### config.mk
export PLATFORM = sky130hd
export DESIGN_NAME = tap_rx
export DESIGN_NICKNAME = d
export VERILOG_FILES = /design/src/rtl/tap_rx_pkg.sv /design/src/rtl/tap_rx_pulse_meter.sv /design/src/rtl/tap_rx.sv
export SDC_FILE = /design/constraint.sdc
export NUM_CORES = 1
export LEC_CHECK = 0
export CORE_MARGIN = 2
export CORE_UTILIZATION = 30
export CTS_CLUSTER_DIAMETER = 200
export CTS_CLUSTER_SIZE = 28
export DETAILED_ROUTE_END_ITERATION = 16
export HOLD_SLACK_MARGIN = 0.15
export PLACE_DENSITY = 0.45
export SYNTH_ARGS = -nofsm -noshare
export SYNTH_HDL_FRONTEND = slang
export SYNTH_HIERARCHICAL = 1
export SYNTH_SLANG_ARGS = --single-unit
### constraint.sdc
create_clock -name clock -period 3.2 [get_ports clock]
set_input_delay 0.64 -clock clock [delete_from_list [all_inputs] [get_ports clock]]
set_output_delay 0.64 -clock clock [all_outputs]
set_load 0.02 [all_outputs]
### src/rtl/tap_rx_pkg.sv
`default_nettype none
// ============================================================================
//  Module      : tap_rx_pkg
//  Description : Shared definitions for the tap_rx tape loader: nominal
//                ROM-loader pulse timings, decode threshold defaults, FSM
//                state encoding and a range-check helper.
//  Revision    : 1.0  initial release
// ============================================================================
package tap_rx_pkg;

    // Nominal half-period timings in 3.5 MHz clocks
    localparam int C_PILOT_HALF = 2168;
    localparam int C_SYNC1      = 667;
    localparam int C_SYNC2      = 735;
    localparam int C_ZERO       = 855;
    localparam int C_ONE        = 1710;

    // Acceptance windows and decode threshold defaults
    localparam int C_MIN_PILOT  = 256;
    localparam int C_PILOT_MIN  = 1800;
    localparam int C_PILOT_MAX  = 2600;
    localparam int C_SYNC_MIN   = 450;
    localparam int C_SYNC_MAX   = 1000;
    localparam int C_HALF_MIN   = 450;
    localparam int C_HALF_MAX   = 2000;
    localparam int C_BIT_THRESH = 2565;
    localparam int C_TIMEOUT    = 35000;

    typedef enum logic [2:0] {
        IDLE     = 3'd0,
        PILOT    = 3'd1,
        SYNC2    = 3'd2,
        DATA     = 3'd3,
        FLUSH_LO = 3'd4,
        FLUSH_HI = 3'd5
    } tap_state_t;

    function automatic logic in_range(input logic [15:0] w,
                                      input logic [15:0] lo,
                                      input logic [15:0] hi);
        return (w >= lo) && (w <= hi);
    endfunction

endpackage
`default_nettype wire

### src/rtl/tap_rx_pulse_meter.sv
`default_nettype none
// ============================================================================
//  Module      : tap_rx_pulse_meter
//  Description : EAR synchroniser and edge detector. Measures the number of
//                clocks between successive edges (saturating at 0xFFFF) and
//                flags a timeout when no edge arrives for TIMEOUT clocks.
//                The edge strobe appears 3 clocks after ear moves.
//  Revision    : 1.0  initial release
// ============================================================================
module tap_rx_pulse_meter
    import tap_rx_pkg::*;
#(
    parameter int TIMEOUT = C_TIMEOUT
) (
    input  logic        clock,
    input  logic        reset,
    input  logic        i_ear,
    output logic        o_edge,
    output logic [15:0] o_width,
    output logic        o_timeout
);

    localparam logic [15:0] C_TMO_M1 = 16'(TIMEOUT - 1);

    logic        r_ear_s1;
    logic        r_ear_s2;
    logic        r_ear_d;
    logic [15:0] r_count;
    logic        r_edge;
    logic [15:0] r_width;
    logic        r_timeout;
    logic        w_edge;

    assign w_edge = r_ear_s2 ^ r_ear_d;

    // Synchronise ear, capture the half-period on each edge, count silence
    always_ff @(posedge clock) begin
        if (reset) begin
            r_ear_s1  <= 1'b0;
            r_ear_s2  <= 1'b0;
            r_ear_d   <= 1'b0;
            r_count   <= 16'd0;
            r_edge    <= 1'b0;
            r_width   <= 16'd0;
            r_timeout <= 1'b0;
        end else begin
            r_ear_s1  <= i_ear;
            r_ear_s2  <= r_ear_s1;
            r_ear_d   <= r_ear_s2;
            r_edge    <= w_edge;
            r_timeout <= 1'b0;
            if (w_edge) begin
                r_width <= r_count;
                r_count <= 16'd1;
            end else begin
                if (r_count != 16'hFFFF)
                    r_count <= r_count + 16'd1;
                if (r_count == C_TMO_M1)
                    r_timeout <= 1'b1;
            end
        end
    end

    assign o_edge    = r_edge;
    assign o_width   = r_width;
    assign o_timeout = r_timeout;

endmodule
`default_nettype wire

### src/rtl/tap_rx.sv
`default_nettype none
// ============================================================================
//  Module      : tap_rx
//  Description : Tape loader. Decodes the EAR pulse stream (pilot, sync,
//                data bit pairs) into TAP blocks in tape RAM: a 2-byte
//                little-endian length followed by the data, blocks packed
//                back to back from address 0.
//                Optional: TAP_RX_CHECKSUM_EN adds xor_ok, the result of a
//                running XOR over every byte of the last block.
//  Revision    : 1.0  initial release
// ============================================================================
module tap_rx
    import tap_rx_pkg::*;
#(
    parameter int MIN_PILOT  = C_MIN_PILOT,
    parameter int PILOT_MIN  = C_PILOT_MIN,
    parameter int PILOT_MAX  = C_PILOT_MAX,
    parameter int SYNC_MIN   = C_SYNC_MIN,
    parameter int SYNC_MAX   = C_SYNC_MAX,
    parameter int HALF_MIN   = C_HALF_MIN,
    parameter int HALF_MAX   = C_HALF_MAX,
    parameter int BIT_THRESH = C_BIT_THRESH,
    parameter int TIMEOUT    = C_TIMEOUT
) (
    input  logic        clock,
    input  logic        reset,
    input  logic        ear,
    output logic [14:0] tap_address,
    output logic [7:0]  tap_wdata,
    output logic        tap_we,
    output logic        busy,
    output logic        block_done,
`ifdef TAP_RX_CHECKSUM_EN
    output logic        xor_ok,
`endif
    output logic        overflow
);

    tap_state_t  r_state;
    tap_state_t  w_state_nxt;
    logic [15:0] r_pcount;
    logic [15:0] r_half1;
    logic        r_have_half;
    logic [7:0]  r_shift;
    logic [2:0]  r_bitn;
    logic [15:0] r_len;
    logic [14:0] r_wr_ptr;
    logic [14:0] r_hdr_ptr;
    logic        r_overflow;
    logic        r_block_done;

    logic        w_edge;
    logic [15:0] w_width;
    logic        w_timeout;
    logic        w_is_pilot;
    logic        w_is_sync;
    logic        w_is_data;
    logic [16:0] w_sum;
    logic        w_bit;
    logic [7:0]  w_byte;
    logic        w_commit;
    logic        w_we;
    logic [14:0] w_addr;
    logic [7:0]  w_wdata;

    tap_rx_pulse_meter #(
        .TIMEOUT (TIMEOUT)
    ) u_meter (
        .clock     (clock),
        .reset     (reset),
        .i_ear     (ear),
        .o_edge    (w_edge),
        .o_width   (w_width),
        .o_timeout (w_timeout)
    );

    assign w_is_pilot = in_range(w_width, 16'(PILOT_MIN), 16'(PILOT_MAX));
    assign w_is_sync  = in_range(w_width, 16'(SYNC_MIN),  16'(SYNC_MAX));
    assign w_is_data  = in_range(w_width, 16'(HALF_MIN),  16'(HALF_MAX));
    assign w_sum      = {1'b0, r_half1} + {1'b0, w_width};
    assign w_bit      = (w_sum >= 17'(BIT_THRESH));
    assign w_byte     = {r_shift[6:0], w_bit};

    // State register
    always_ff @(posedge clock) begin
        if (reset)
            r_state <= IDLE;
        else
            r_state <= w_state_nxt;
    end

    // Next state and RAM write port; the write cycle is the decode cycle
    always_comb begin
        w_state_nxt = r_state;
        w_commit    = 1'b0;
        w_we        = 1'b0;
        w_addr      = 15'd0;
        w_wdata     = 8'd0;
        case (r_state)
            IDLE: begin
                if (w_edge && w_is_pilot)
                    w_state_nxt = PILOT;
            end
            PILOT: begin
                if (w_edge) begin
                    if (w_is_sync && (r_pcount >= 16'(MIN_PILOT)))
                        w_state_nxt = SYNC2;
                    else if (!w_is_pilot)
                        w_state_nxt = IDLE;
                end else if (w_timeout) begin
                    w_state_nxt = IDLE;
                end
            end
            SYNC2: begin
                if (w_edge)
                    w_state_nxt = w_is_sync ? DATA : IDLE;
                else if (w_timeout)
                    w_state_nxt = IDLE;
            end
            DATA: begin
                if ((w_edge && !w_is_data) || (!w_edge && w_timeout)) begin
                    w_state_nxt = (r_len == 16'd0) ? IDLE : FLUSH_LO;
                end else if (w_edge && r_have_half && (r_bitn == 3'd0)) begin
                    w_commit = 1'b1;
                    if (!r_overflow) begin
                        w_we    = 1'b1;
                        w_addr  = r_wr_ptr;
                        w_wdata = w_byte;
                    end
                end
            end
            FLUSH_LO: begin
                w_we        = 1'b1;
                w_addr      = r_hdr_ptr;
                w_wdata     = r_len[7:0];
                w_state_nxt = FLUSH_HI;
            end
            FLUSH_HI: begin
                w_we        = 1'b1;
                w_addr      = r_hdr_ptr + 15'd1;
                w_wdata     = r_len[15:8];
                w_state_nxt = IDLE;
            end
            default: w_state_nxt = IDLE;
        endcase
    end

    // Pilot counting, bit assembly, pointers and completion pulse
    always_ff @(posedge clock) begin
        if (reset) begin
            r_pcount     <= 16'd0;
            r_half1      <= 16'd0;
            r_have_half  <= 1'b0;
            r_shift      <= 8'd0;
            r_bitn       <= 3'd0;
            r_len        <= 16'd0;
            r_wr_ptr     <= 15'd0;
            r_hdr_ptr    <= 15'd0;
            r_overflow   <= 1'b0;
            r_block_done <= 1'b0;
        end else begin
            r_block_done <= 1'b0;
            case (r_state)
                IDLE: r_pcount <= 16'd1;
                PILOT: begin
                    if (w_edge && w_is_pilot && (r_pcount != 16'hFFFF))
                        r_pcount <= r_pcount + 16'd1;
                end
                SYNC2: begin
                    if (w_edge && w_is_sync) begin
                        r_bitn      <= 3'd7;
                        r_len       <= 16'd0;
                        r_wr_ptr    <= r_hdr_ptr + 15'd2;
                        r_have_half <= 1'b0;
                        r_shift     <= 8'd0;
                    end
                end
                DATA: begin
                    if (w_edge && w_is_data) begin
                        if (!r_have_half) begin
                            r_half1     <= w_width;
                            r_have_half <= 1'b1;
                        end else begin
                            r_have_half <= 1'b0;
                            r_shift     <= w_byte;
                            r_bitn      <= r_bitn - 3'd1;
                        end
                    end
                    if (w_commit) begin
                        r_len <= r_len + 16'd1;
                        // The last RAM location is written once; the pointer
                        // never wraps back over the start of the tape.
                        if (!r_overflow) begin
                            if (r_wr_ptr == 15'h7FFF)
                                r_overflow <= 1'b1;
                            else
                                r_wr_ptr <= r_wr_ptr + 15'd1;
                        end
                    end
                end
                FLUSH_HI: begin
                    r_block_done <= 1'b1;
                    r_hdr_ptr    <= r_wr_ptr;
                end
                default: ;
            endcase
        end
    end

`ifdef TAP_RX_CHECKSUM_EN
    logic [7:0] r_xor;
    logic       r_xor_ok;

    // Running XOR over committed bytes, result latched with block_done
    always_ff @(posedge clock) begin
        if (reset) begin
            r_xor    <= 8'd0;
            r_xor_ok <= 1'b0;
        end else begin
            if ((r_state == SYNC2) && w_edge && w_is_sync)
                r_xor <= 8'd0;
            else if (w_commit)
                r_xor <= r_xor ^ w_byte;
            if (r_state == FLUSH_HI)
                r_xor_ok <= (r_xor == 8'd0);
        end
    end

    assign xor_ok = r_xor_ok;
`endif

    assign tap_we      = w_we;
    assign tap_address = w_addr;
    assign tap_wdata   = w_wdata;
    assign busy        = (r_state != IDLE);
    assign block_done  = r_block_done;
    assign overflow    = r_overflow;

endmodule
`default_nettype wire
# Word level (Yosys, flattened, before mapping)
# Index checks and enable logic that the tools add are counted.
# op_classes
add_sub_neg	8
magnitude_cmp	7
n_eq_ne	19
mux	53
bitwise	2
reduce_logical	32
# ops
cell	count
15-bit two-way mux	7
16-bit case mux with 2 select lines	2
16-bit by 1-bit adder with 16-bit output (second input constant)	3
16-bit two-way mux	3
15-bit case mux with 3 select lines	1
3-bit two-way mux	11
16-bit by 9-bit greater-or-equal comparator with 1-bit output (second input constant)	2
16-bit != test (second input constant)	2
15-bit by 1-bit adder with 15-bit output (second input constant)	2
15-bit case mux with 2 select lines	1
8-bit two-way mux	3
8-bit case mux with 3 select lines	1
7-bit two-way mux	3
2-bit != test (second input constant)	9
16-bit by 16-bit adder with 17-bit output	1
17-bit by 12-bit greater-or-equal comparator with 1-bit output (second input constant)	1
16-bit == test (second input constant)	1
16-bit by 11-bit greater-or-equal comparator with 1-bit output (second input constant)	1
16-bit by 10-bit less-or-equal comparator with 1-bit output (second input constant)	1
16-bit by 11-bit less-or-equal comparator with 1-bit output (second input constant)	1
16-bit by 12-bit less-or-equal comparator with 1-bit output (second input constant)	1
16-bit logical NOT	1
15-bit by 2-bit adder with 15-bit output (second input constant)	1
15-bit == test (second input constant)	1
other kinds (24)	61
# totals
reg_bits	131
input_bits	3
out_inout_bits	27
elab_cells	140

# Depth between registers and ports, before layout
# depth
word_depth	9
mapped_depth	11
depth_no_buf	11

# By module
# The synthesis kept the hierarchy.
# modules_own_cells
module	instances	cells_each	area_per_inst_um2	seq_area_each_um2
tap_rx	1	778	5972.0	1881.8
tap_rx_pulse_meter	1	144	1537.7	740.7

# Worst setup path before layout
# OpenSTA, ideal clock, no wires.
# synth_path
kind	flip-flop to output port
startpoint	register u_meter.r_width[0], in the netlist u_meter/o_width[0]
endpoint	output port tap_wdata[0]
arrival_ns	2.534
required_ns	2.560
slack_ns	0.026
stages_incl_launch_ff	12
n_path_buf	0
cell_sequence	dfxtp_1 > ha_1 > inv_1 > fa_1 > nor2b_1 > o221ai_1 > a21oi_1 > mux2i_1 > or4_1 > a21oi_1 > o2111ai_1 > o2bb2ai_1
# synth_via
elab_chain_cells	7
word_cells_on_any_way	12
classes_between	1 x add/sub; 3 x order compare; 4 x mux; 4 x reduce/logical
# synth_lines
element	line	rtl
start, declared	tap_rx_pulse_meter.sv:30	logic [15:0] r_width;
start signal, assigned	tap_rx_pulse_meter.sv:53	r_width <= r_count;
parallel branches: the longest is 5 deep, another holds 16-bit by 16-bit adder with 17-bit output	--	
8-bit two-way mux (*)	tap_rx.sv:121	if ((w_edge && !w_is_data) || (!w_edge && w_timeout)) begin
8-bit case mux with 3 select lines (*)	tap_rx.sv:99	case (r_state)
end, declared	tap_rx.sv:29	output logic [7:0] tap_wdata,
# Every way passes the cells marked *.

# Worst setup path in the final report
# Same ends and word-level chain as after synthesis.

==> reports/metrics.csv <==
metric,value,unit
result of the run,"complete, but fails checks",
violated checks,negative setup slack,
smallest setup slack after layout,-0.4423,ns
footprint of the multi-input gates,0.004846,mm^2
area of all placed cells without fillers,0.009622,mm^2
share of the synthesized area in the top cell type,0.3492,
Max Cap Violations,0,
leakage power summed over all cells,0.003550,uW
initial detailed-routing violation count,412,
fill count,2532,
Pre-antenna DRT Iters,4,
Synth top cells by count,"dfxtp_1, nand2_1, nor2_1, a21oi_1, o21ai_0",
largest area contributor in the netlist,dfxtp_1,
Post-DP HPWL,14.23,mm
antenna violations before repair,0,
ratio of total power to cell area,382.7,mW/mm^2
Total Negative Setup Slacks,-3.323,ns
# nets final,1049,
Critical-path top delay cell,or4_4,
post-synthesis instance area,0.007510,mm^2
Achievable Freq,0.2746,GHz
peak ir drop on the vdd network,0.2834,mV
Yosys Warn Count,6,
number of global-route vias before repair,6738,
total vias in the final route,6830,
wire length of the first global-routing pass,34.88,mm
worst-margin pin slew,0.6443,ns
Port-buffer cells,29,
"FF+latch count, synth",131,
final setup fails,23,
final critical delay including setup and external delays,3.642,ns
data required time at the worst endpoint,2.56,ns
average size of a mapped cell,8.145,um^2
"Data arrival, critical path",3.00,ns
path class of the lowest-slack min-delay path,reg2reg,
delay of the slowest cell on the worst path,0.42,ns
share of synthesized area occupied by flip-flops and latches,0.3492,
wire length per cell after detailed routing,15.35,um
Area contributors post-synth,"dfxtp_1, nand2_1, a21oi_1, ha_1, nor2_1",
dominant synthesized flop cell,dfxtp_1,
hold_ws,0.4373,ns
Setup crit end kind,primary output,
most prevalent standard cell on the critical path,a21oi_2,
layout overhead on the synthesized area,28.12,%
cell area after placement,0.008607,mm^2
element type at the critical path start,register,
CTS tree,built,
Clock Skew,0.01282,ns
CTS Buf Count,17,
clock transition at the register clock pins on the worst setup and hold paths after CTS,0.06,ns
antenna-violating nets left,0,
Placer Congestion,0.7771,
number of placement rows,57,
number of levels in the clock H-tree,4,
crit share post-route,1.138,
count of flip-flops with a built-in enable after synthesis,0,
largest driver fanout on the critical path,2,
starting density of the core,0.3070,
worst slew margin relative to its limit,0.5594,
overall overflow remaining after global route,0,
total routing usage reported by global routing,0.1634,
Top-Level Pins,30,
largest net degree at the start of global routing,43,
number of clock sinks seen by CTS,131,
clock root buffer,clkbuf_16,
final hold viol count,0,
"Buf+Inv Stages, Crit Path",3,
vias per cell,5.044,
net count after synthesis,953,
share of cells above drive strength 1,0.2398,
crit path cell chain,"ha_4, inv_2, fa_2, nor2b_2, buf_4, o221ai_2, a21oi_2, mux2i_1, or4_4, a21oi_2, o2111ai_2, o2bb2ai_2, buf_6",
FF/Latch Area,0.002631,mm^2
DRC violation count after routing,0,
most common cell in the netlist,dfxtp_1,
die area,0.02631,mm^2
total wirelength of the detailed-routed design,20.78,mm
dominant delay contributor by cell family on the critical path,compound AO/OA/AOI/OAI gates,
die height,162.2,um
Final Slew Violations,0,
fraction of registers with async set or reset after synthesis,0,
area of the core,0.02446,mm^2
count of unique library cells instantiated by Yosys,80,
Post-Synthesis Cells,922,
Longest Clk Path Bufs,2,
worst-case setup slack after placement,-0.7255,ns
width of the die,162.2,um
Critical Setup Path Class,reg2out,
number of diodes added for antenna fixing,0,
worst-skew pair later-pin latency,0.43,ns
setup repair after global routing missed its margin,true,
[state kept, by name (all words and copies together) (netlist names), 3 cells and up]
signal	count
r_bitn	3
u_meter/o_width	16
r_hdr_ptr	15
r_len	16
u_meter/r_count	16
r_shift	7
r_state	3
r_half1	16
r_pcount	16
r_wr_ptr	15
[cells by family (layout without fill, tap and decap cells)]
group | count (synthesis) | in the layout | synth area share
compound gates | 230 | 230 | 0.2018
mux | 25 | 25 | 0.03399
simple gates | 382 | 382 | 0.2639
buf+inv | 74 | 182 | 0.04182
flops | 131 | 131 | 0.3492
fa+ha+maj | 28 | 28 | 0.04765
xor+xnor | 52 | 52 | 0.06165
[metrics by stage]
stage / instances / power, uW / utilization
3_5_place_dp: 1310 / 1758 / 0.3518
2_1_floorplan: 922 / 1733 / -
6_report: 1354 / 3683 / 0.3933
4_1_cts: 1358 / 3738 / 0.3906
5_1_grt: 1354 / 3811 / 0.3933
3_3_place_gp: 1310 / 1757 / 0.3518
[routing by layer]
metal | vias up | share of wire | global-route usage
li1 | 3541 | - | -
met1 | 3206 | 0.52 | 0.2304
met2 | 67 | 0.45 | 0.2563
met3 | 16 | 0.023 | 0.02783
met4 | 0 | 0.010 | 0.04666
met5 | - | 0 | 0
[final timing paths]
check / cells after the start / start / slack, ns / endpoint
worst min-delay path: 1 / u_meter/r_ear_s1 / 0.44 / u_meter/r_ear_s2
worst max-delay path: 13 / u_meter/o_width[0] / -0.44 / tap_wdata[0]
worst min register to register: 1 / u_meter/r_ear_s1 / 0.44 / u_meter/r_ear_s2
worst max register to register: 14 / u_meter/o_width[0] / 0.34 / r_shift[0]
[worst register-to-register path, stage by stage, from the launching register on]
cell and delay [ns]:
dfxtp_2 0.36, ha_4 0.14, inv_2 0.04, fa_2 0.36
nor2b_2 0.13, buf_4 0.12, o221ai_2 0.10, a21oi_2 0.17
mux2i_1 0.08, or4_4 0.42, a21oi_2 0.15, o2111ai_2 0.16
buf_4 0.21, buf_4 0.12, a22o_1 0.18
[report_power, final]
group	switching, uW	internal (uW)
clock network	774	1180
registers	10.7	1640
logic	48.0	26.6
total	833	2850
[layout make-up]
cell class | count | area share
multi-input combinational | 717 | 0.5036
sequential | 131 | 0.2735
timing repair buffer | 121 | 0.1083
clock buffer | 19 | 0.04707
tap | 324 | 0.04213
clock inverter | 12 | 0.01365
inverter | 30 | 0.01170
[cells in the final DEF, fill, tap and decap left out, types with 10 or more instances in the layout]
master,count
clkbuf_16,17
buf_6,27
dfxtp_1,124
mux2i_1,24
a22o_1,23
o21ai_0,33
nand4_1,22
a21oi_1,64
buf_4,87
inv_1,28
xor2_1,28
ha_1,26
nand2_2,15
nand2_1,89
and4_1,10
o21ai_2,14
nor3_1,23
a211oi_1,16
nor2_1,85
o21ai_1,15
and3_1,15
xnor2_1,23
nand3_1,33
or3_1,17
a21oi_2,11
[repair_timing]
item | 4_1_cts | 5_1_grt
cloned | 3 | 0
gates resized for setup | 233 | 41
endpoints found under the setup margin | 24 | 24
pin swaps | 13 | 12
setup buffers | 16 | 1
hold buffers | 0 | 0
No activity file was read; power rests on OpenSTA's default activity.
